[config.mk]
export PLATFORM = sky130hd
export DESIGN_NAME = seg7_scan_decoder
export DESIGN_NICKNAME = d
export VERILOG_FILES = /design/src/rtl/seg7_scan_decoder.sv
export SDC_FILE = /design/constraint.sdc
export NUM_CORES = 1
export LEC_CHECK = 0
export CORE_MARGIN = 2
export CORE_UTILIZATION = 58
export DETAILED_ROUTE_END_ITERATION = 12
export PLACE_DENSITY = 0.95
export SYNTH_ARGS = -nofsm -noshare
export SYNTH_HDL_FRONTEND = slang
export SYNTH_SLANG_ARGS = --single-unit
[constraint.sdc]
create_clock -name clk -period 5.69 [get_ports clk]
set_input_delay 1.707 -clock clk [delete_from_list [all_inputs] [get_ports clk]]
set_output_delay 1.707 -clock clk [all_outputs]
set_load 0.01 [all_outputs]
[src/rtl/seg7_scan_decoder.sv]
// Recovers hex digit values from a scanned, multiplexed 7-segment display bus.
// Each digit dwell is captured once after its {sel,seg} pattern has been stable for SETTLE samples.
module seg7_scan_decoder #(
  parameter int DIGITS = 4,
  parameter int SETTLE = 4
) (
  input  logic                  clk,
  input  logic                  rst,
  input  logic [6:0]            seg,
  input  logic [DIGITS-1:0]     sel,
  output logic [4*DIGITS-1:0]   value,
  output logic [DIGITS-1:0]     valid,
  output logic                  err,
  output logic                  frame
);

  typedef enum logic [1:0] {IDLE, SETTLING, HOLD} state_t;

  localparam logic [7:0] SETTLE_CNT = 8'(SETTLE);

  // Bit 4 of the result flags a legal glyph; bits 3:0 carry the nibble.
  function automatic logic [4:0] decode_glyph(input logic [6:0] s);
    case (s)
      7'b1111110: return 5'h10;
      7'b0110000: return 5'h11;
      7'b1101101: return 5'h12;
      7'b1111001: return 5'h13;
      7'b0110011: return 5'h14;
      7'b1011011: return 5'h15;
      7'b1011111: return 5'h16;
      7'b1110000: return 5'h17;
      7'b1111111: return 5'h18;
      7'b1111011: return 5'h19;
      7'b1110111: return 5'h1A;
      7'b0011111: return 5'h1B;
      7'b1001110: return 5'h1C;
      7'b0111101: return 5'h1D;
      7'b1001111: return 5'h1E;
      7'b1000111: return 5'h1F;
      default:    return 5'h00;
    endcase
  endfunction

  state_t              state;
  logic [DIGITS+6:0]   prev;
  logic [7:0]          cnt;
  logic [DIGITS-1:0]   seen;

  logic [DIGITS+6:0]   cur;
  logic                same;
  logic                onehot;
  logic [7:0]          cnt_next;
  logic                capture;
  logic [4:0]          glyph;
  logic [DIGITS-1:0]   seen_upd;
  logic                frame_hit;
  state_t              state_next;

  always_comb begin
    cur      = {sel, seg};
    same     = (cur == prev);
    onehot   = $onehot(sel);
    cnt_next = 8'd1;
    if (same)
      cnt_next = (cnt >= SETTLE_CNT) ? SETTLE_CNT : cnt + 8'd1;
    // A HOLD dwell that is still unchanged has already been captured.
    capture   = onehot && (cnt_next == SETTLE_CNT) && !(state == HOLD && same);
    glyph     = decode_glyph(seg);
    seen_upd  = seen | sel;
    frame_hit = capture && (&seen_upd);

    state_next = SETTLING;
    if (!onehot)
      state_next = IDLE;
    else if (capture || (state == HOLD && same))
      state_next = HOLD;
  end

  always_ff @(posedge clk or posedge rst) begin
    if (rst) begin
      state <= IDLE;
      prev  <= '0;
      cnt   <= '0;
      seen  <= '0;
      value <= '0;
      valid <= '0;
      err   <= 1'b0;
      frame <= 1'b0;
    end else begin
      prev  <= cur;
      cnt   <= cnt_next;
      state <= state_next;
      err   <= capture && !glyph[4];
      frame <= frame_hit;
      if (capture) begin
        seen <= frame_hit ? '0 : seen_upd;
        for (int i = 0; i < DIGITS; i++) begin
          if (sel[i]) begin
            valid[i] <= glyph[4];
            if (glyph[4])
              value[4*i +: 4] <= glyph[3:0];
          end
        end
      end
    end
  end

endmodule

==> results of run 1 <==
power groups by stage:
| stage | combinational, mW | clock, mW | sequential [mW] |
|---|---|---|---|
| 2_1_floorplan | 0.0619 | 0 | 0.350 |
| 3_3_place_gp | 0.0835 | 0 | 0.350 |
| 3_5_place_dp | 0.0868 | 0 | 0.351 |
| 4_1_cts | 0.0882 | 0.236 | 0.344 |
| 5_1_grt | 0.0976 | 0.253 | 0.345 |
| 6_report | 0.0883 | 0.232 | 0.344 |
synthesized netlist by cell type, drive strengths merged, types with 3 or more instances:
master / instances
dfrtp: 47
inv: 18
mux2: 12
nor2: 11
xor2: 10
nand2: 9
buf: 8
nand3: 8
a21oi: 7
nor3: 6
a2111o: 4
a2111oi: 4
a21boi: 4
a21o: 4
a22o: 4
ha: 4
o21ai: 4
o22ai: 4
or3b: 4
clkbuf: 3
nand3b: 3
nand4: 3
nor4: 3
o32ai: 3
cell type report:
type / instances / share of cell area [%]
flip-flops and latches: 47 / 39.65
clock buffers: 6 / 2.446
inverters: 18 / 2.278
repair buffers: 38 / 12.48
well taps: 50 / 2.109
multi-input cells: 139 / 40.03
clock inverters: 1 / 1.012
sequential cells by signal, indices dropped and copies added, names as in the netlist:
register / cells
cnt: 8
err: 1
frame: 1
prev: 11
seen: 4
state: 2
valid: 4
value: 16
metrics by stage:
| step | util [%] | area, µm² |
|---|---|---|
| after CTS | 73.11 | 2967 |
| final | 73.11 | 2967 |
| after detailed placement | 70.58 | 2864 |
| after global routing | 73.11 | 2967 |
| after floorplan | - | 2506 |
| after global placement | 70.58 | 2864 |
worst max path at each step:
stage | startpoint | to | slack [ns]
2_1_floorplan | sel[0] | seen[0]$_DFFE_PP0N_ | 1.16
3_3_place_gp | sel[0] | value[8]$_DFFE_PP0P_ | 0.45
3_5_place_dp | sel[0] | value[10]$_DFFE_PP0P_ | 0.28
4_1_cts | sel[0] | value[10]$_DFFE_PP0P_ | 0.54
5_1_grt | sel[0] | value[10]$_DFFE_PP0P_ | 0.36
6_report | sel[0] | value[10]$_DFFE_PP0P_ | 0.52
kinds of logic after synthesis:
group                      count (synthesis)  synth area share, %
AOI/OAI and AO/OA                         45                17.98
xor gates and xnor gates                  12                4.219
adders and majority gates                  5                2.813
buffers and inverters                     29                5.725
DFF                                       47                47.21
muxes                                     12                5.424
other                                      1               0.1505
and+or+nand+nor                           60                16.47
cells in the final DEF (no fill, tap or decap), types with 2 or more instances in the layout:
| cell type | netlist | routed |
|---|---|---|
| nand3b_1 | 3 | 3 |
| nor3_2 | 2 | 2 |
| buf_4 | 0 | 4 |
| nand4b_1 | 2 | 2 |
| mux2_2 | 4 | 4 |
| a22o_1 | 4 | 4 |
| ha_1 | 4 | 4 |
| nor4_4 | 2 | 2 |
| clkbuf_8 | 0 | 5 |
| a21o_1 | 4 | 4 |
| and3_1 | 2 | 2 |
| dfrtp_1 | 47 | 47 |
| a21oi_1 | 6 | 6 |
| a21boi_1 | 4 | 4 |
| inv_1 | 18 | 17 |
| xnor2_1 | 2 | 2 |
| nand4_1 | 2 | 2 |
| or3b_1 | 3 | 3 |
| nand4bb_1 | 2 | 2 |
| o32ai_1 | 2 | 2 |
| conb_1 | 1 | 5 |
| o22ai_1 | 4 | 4 |
| clkdlybuf4s50_1 | 0 | 34 |
| mux2_1 | 8 | 8 |
| o21ai_0 | 4 | 4 |
| nor2_1 | 11 | 11 |
| nor3_1 | 4 | 4 |
| xor2_1 | 10 | 10 |
| a2111oi_4 | 4 | 4 |
| nand3_1 | 8 | 8 |
| nand2_1 | 9 | 9 |
| a2111o_1 | 4 | 4 |
metal layers:
layer  vias up  GRT usage [%]
li1        831              -
met2        47          37.93
met4         0          12.20
met5         -              0
met1       861          31.47
met3        15          5.233
worst register-to-register path, cell delays in order (launching register included):
cell and delay (ns):
dfrtp_1 0.41, inv_1 0.07, ha_1 0.31, nand3b_1 0.17, a41oi_1 0.34, nand2_1 0.09, buf_4 0.20, a2111oi_4 0.40
mux2_1 0.39
==> flow_summary.yaml, run 1 <==
outcome:
  run_status: "complete, no violations"
grt:
  grtUsageTotal_pct: 24.09
  grt_pass1_vias: 1783
  grt_overflow: 0
  grt_max_degree: 48
  antenna_found_initial: 0
  grt_pass1_wl_um: 9025
cells_and_area:
  drive_above_1_share_pct: 12.05
  n_fill_cell: 270
  diodes: 0
  seq_area_um2: 1176
  layout.nets: 267
  multi_input_area_um2: 1187
  instances_no_fill: 299
  syn_to_final_growth_pct: 19.09
clock_network:
  clock-sinks: 47
  h-tree-depth: 2
  clk_pin_slew_ns: 0.08
  clock-root-buffer: "clkbuf_8"
  cts_tree: "yes"
  numCtsBuffers: 5
  clockBufferDepth: 2
  post_cts_buffers: 0
  holdBufCountCts: 0
  worstSkewPairLatency_ns: 0.30
  ctsResizeCount: 0
worst_setup_path:
  cpPeakStageDelay_ns: 0.62
  path_buf_inv: 4
  end_kind: "flip-flop"
  rr_endpoint: "value[10]$_DFFE_PP0P_"
  cp_max_fo: 11
  critPathLaunchType: "input pin"
  r2r_start: "cnt[0]$_DFF_PP0_"
  r2r_cells: 8
  critPathKind: "input pin to flip-flop"
  cp_data_required_time_ns: 5.86
  critPathSlowestCell: "clkdlybuf4s50_1"
  cp.arrival_ns: 5.34
  ff2ff_setup_slack_ns: 3.19
  critical-path-top-delay-family: "buffers and inverters"
  cp.depth: 12
  crit_chain: "clkdlybuf4s50_1, inv_1, fa_1, inv_1, ha_1, ha_1, or3b_1, a41oi_1, nand2_1, buf_4, a2111oi_4, mux2_1"
detailed_routing:
  vias: 1754
  drtPass1Iterations: 4
  m1WireLength_um: 2367
  drcViolationCount: 0
  final_antenna_net_count: 0
  vias_per_cell: 5.866
  met3_length_um: 247
  wire_per_inst_um: 17.81
  dr_wl_met2_um: 2540
  drt_wl_total_um: 5325
  highest_layer: "met4"
  initialDrtViolationCount: 169
floorplanning:
  ioPinCount: 35
  die_w_um: 69.54
  initial_core_util_pct: 61.39
  num_rows: 23
  die_area_um2: 4835
  design.core.area_um2: 4058
  fp.dieH_um: 69.54
logic_synthesis:
  synth_edf_count: 0
  synth_ff_type: "dfrtp_1"
  yosysTopAreaCellShare_pct: 47.21
  synth_warnings: 0
  ys_top_cells_by_area: "dfrtp_1 47%, a2111oi_4 4.4%, mux2_1 3.6%, xor2_1 3.5%, inv_1 2.7%"
  synth_top_area_cell: "dfrtp_1"
  synthArstFlopShare_pct: 100.0
  ys_seq_elements: 47
  synth_area_um2: 2491
  postSynthAreaPerCell_um2: 11.81
  synth_cell_types: 53
  ys_seq_area_share_pct: 47.21
  synthCells: 211
power_and_ir_drop:
  p_leak_nw: 1.326
  power_frac_clock_pct: 34.9
  ir_drop_uv: 192.8
  power_frac_comb_pct: 13.3
  seqPwrFrac_pct: 51.8
  powerDensity_nw_per_um2: 224.0
  swShare_pct: 24.76
  power_switching_mw: 0.1645
  internal_power_mw: 0.5001
  report.power.total_mw: 0.6646
placement:
  detailed_place_hpwl_um: 3490
  port-buffer-count: 34
  place_inst: 292
  dp_slack_ns: 0.2794
  gp_congestion: 0.8041
min_path:
  min_to: "valid[2]$_DFFE_PP0P_"
  hold_class: "flip-flop to flip-flop"
  hold_depth: 1
  worstHoldStart: "valid[2]$_DFFE_PP0P_"
timing:
  drv_slew: 0
  slew-limit-headroom_pct: 36.83
  max_freq_ghz: 0.1935
  finClkSkew_ns: 0.01086
  setup-tns-final_ns: 0
  setup_slack_ns: 0.5230
  finalSetupViolCount: 0
  final-hold-violation-count: 0
  worst_pin_slew_ns: 0.9461
  min_period_ns: 5.167
  final.period_utilization_pct: 90.81
  timing.hold.ws_ns: 0.4887
  rsz0062_at_grt: "no"
job:
  maxCapViolCount: 0
Note: power is estimated with default switching activity, not from simulation.
==> inputs of run 2 (changes only) <==
--- a/config.mk
+++ b/config.mk
@@ -8,7 +8,9 @@
 export CORE_MARGIN = 2
 export CORE_UTILIZATION = 58
 export DETAILED_ROUTE_END_ITERATION = 12
+export GPL_TIMING_DRIVEN = 0
 export PLACE_DENSITY = 0.95
+export RECOVER_POWER = 50
 export SYNTH_ARGS = -nofsm -noshare
 export SYNTH_HDL_FRONTEND = slang
 export SYNTH_SLANG_ARGS = --single-unit
==> run 2 against run 1 <==
- setup slack worse by 0.23 ns
- via count up 5.1%
- register-to-register slack worse by 0.07 ns
- sequential power about the same
- utilization up 0.77 points
- cell count up 3.0%
- combinational power up 2%
- wire length down 1.5%
- fmax down 4.2%
- critical path type unchanged
- critical endpoint is now value[8]$_DFFE_PP0P_
- largest power group unchanged
==> flow_summary.yaml, run 2 (synthesis results as in run 1) <==
worst_setup_path:
  cpPeakStageDelay_ns: 0.72
  path_buf_inv: 4
  critPathLaunchType: "input pin"
  crit_chain: "dlygate4sd3_1, inv_1, fa_1, inv_1, ha_1, ha_1, or3b_1, a41oi_1, nand2_1, buf_2, a2111oi_4, mux2_2"
  cp.arrival_ns: 5.58
  cp_max_fo: 10
  end_kind: "flip-flop"
  critPathKind: "input pin to flip-flop"
  critical-path-top-delay-family: "buffers and inverters"
  cp_data_required_time_ns: 5.88
  critPathSlowestCell: "dlygate4sd3_1"
timing:
  max_freq_ghz: 0.1854
  drv_slew: 0
  final-hold-violation-count: 0
  worst_pin_slew_ns: 1.394
  slew-limit-headroom_pct: 7.044
  finClkSkew_ns: 0.01038
  final.period_utilization_pct: 94.79
  min_period_ns: 5.393
  setup-tns-final_ns: 0
  finalSetupViolCount: 0
  rsz0062_at_grt: "no"
detailed_routing:
  vias_per_cell: 5.987
  drtPass1Iterations: 4
  drt_wl_total_um: 5245
  drcViolationCount: 0
  final_antenna_net_count: 0
  wire_per_inst_um: 17.03
  vias: 1844
  initialDrtViolationCount: 247
placement:
  detailed_place_hpwl_um: 3782
  gp_congestion: 0.9535
  port-buffer-count: 34
  place_inst: 300
cells_and_area:
  instances_no_fill: 308
  largest_reg_flops: 16
  final_common_cell: "dfrtp_1"
  n_fill_cell: 263
  drive_above_1_share_pct: 12.79
  syn_to_final_growth_pct: 20.34
  final_cell_mix: "47 x dfrtp_1, 22 x clkdlybuf4s50_1, 18 x inv_1, 12 x dlygate4sd3_1, 11 x nor2_1"
  diodes: 0
  layout.nets: 275
  top_regs: "value: 16 flops, prev: 11 flops, cnt: 8 flops"
  largest-register: "value"
clock_network:
  clock-root-buffer: "clkbuf_8"
  clk_pin_slew_ns: 0.08
  worstSkewPairLatency_ns: 0.30
  holdBufCountCts: 0
  cts_tree: "yes"
  ctsResizeCount: 0
  post_cts_buffers: 0
  numCtsBuffers: 5
  clockBufferDepth: 2
  h-tree-depth: 2
  clock-sinks: 47
grt:
  grt_overflow: 0
  grt_pass1_wl_um: 8983
  antenna_found_initial: 0
  grt_pass1_vias: 1841
  grt_max_degree: 29
  grtUsageTotal_pct: 23.54
floorplanning:
  fp.dieH_um: 69.54
  num_rows: 23
  die_w_um: 69.54
  design.core.area_um2: 4058
  ioPinCount: 35
  initial_core_util_pct: 61.39
  die_area_um2: 4835
power_and_ir_drop:
  power_frac_comb_pct: 14.3
  power_frac_clock_pct: 30.9
  ir_drop_uv: 180.0
  internal_power_mw: 0.4569
  seqPwrFrac_pct: 54.8
  report.power.total_mw: 0.6279
  swShare_pct: 27.23
  powerDensity_nw_per_um2: 209.5
  p_leak_nw: 1.343
  power_switching_mw: 0.1710
min_path:
  hold_class: "flip-flop to flip-flop"
job:
  maxCapViolCount: 0
outcome:
  run_status: "complete, no violations"
## run 2: layout make-up
class                           count  area (µm²)  area share (%)
Buffer                             11       75.07           2.504
Clock buffer                        6       72.57           2.421
Clock inverter                      2       12.51          0.4174
Inverter                           18       67.56           2.254
Multi-Input combinational cell    139        1187           39.61
Sequential cell                    47        1176           39.23
Tap cell                           50       62.56           2.087
Timing Repair Buffer               35       344.1           11.48
## run 2: worst register-to-register path, cell delays in order, from the launching register on
cell	delay [ns]
dfrtp_1	0.41
inv_1	0.06
ha_1	0.31
nand3b_1	0.18
a41oi_1	0.32
nand2_1	0.15
buf_2	0.24
a2111oi_4	0.39
mux2_2	0.39
## run 2: path summary, 6_finish.rpt
path,startpoint,end,slack [ns],cells past startpoint
worst max-delay path,sel[0],value[8]$_DFFE_PP0P_,0.30,12
worst min-delay path,valid[2]$_DFFE_PP0P_,valid[2]$_DFFE_PP0P_,0.49,1
worst max register to register,cnt[0]$_DFF_PP0_,value[8]$_DFFE_PP0P_,3.12,8
worst min register to register,valid[2]$_DFFE_PP0P_,valid[2]$_DFFE_PP0P_,0.49,1
max in group asynchronous,rst,valid[2]$_DFFE_PP0P_,2.01,3
min in group asynchronous,rst,cnt[2]$_DFF_PP0_,1.95,2
## run 2: per-layer routing
layer  wire length [µm]  GRT usage [%]
met5                  0              0
met4                116          9.804
met3                309          5.233
met2               2520          36.22
met1               2300          32.40
## run 2: per-stage QoR
| stage | hold slack, ns | instance area, µm² | utilization, % | setup WS, ns |
|---|---|---|---|---|
| global route | 0.5145 | 2998 | 73.88 | 0.1644 |
| detailed placement | 0.4649 | 2929 | 72.19 | 0.1255 |
| floorplan | 0.4865 | 2506 | - | 1.163 |
| global placement | 0.4647 | 2909 | 71.69 | 0.2185 |
| CTS | 0.4920 | 3014 | 74.28 | 0.4230 |
| finish | 0.4887 | 2998 | 73.88 | 0.2966 |
## run 2: power groups by stage
stage,Combinational [mW],Clock [mW],Sequential (mW)
floorplan,0.0619,0,0.350
global placement,0.0867,0,0.350
detailed placement,0.0913,0,0.351
CTS,0.0924,0.199,0.344
global route,0.0995,0.210,0.345
finish,0.0897,0.194,0.344
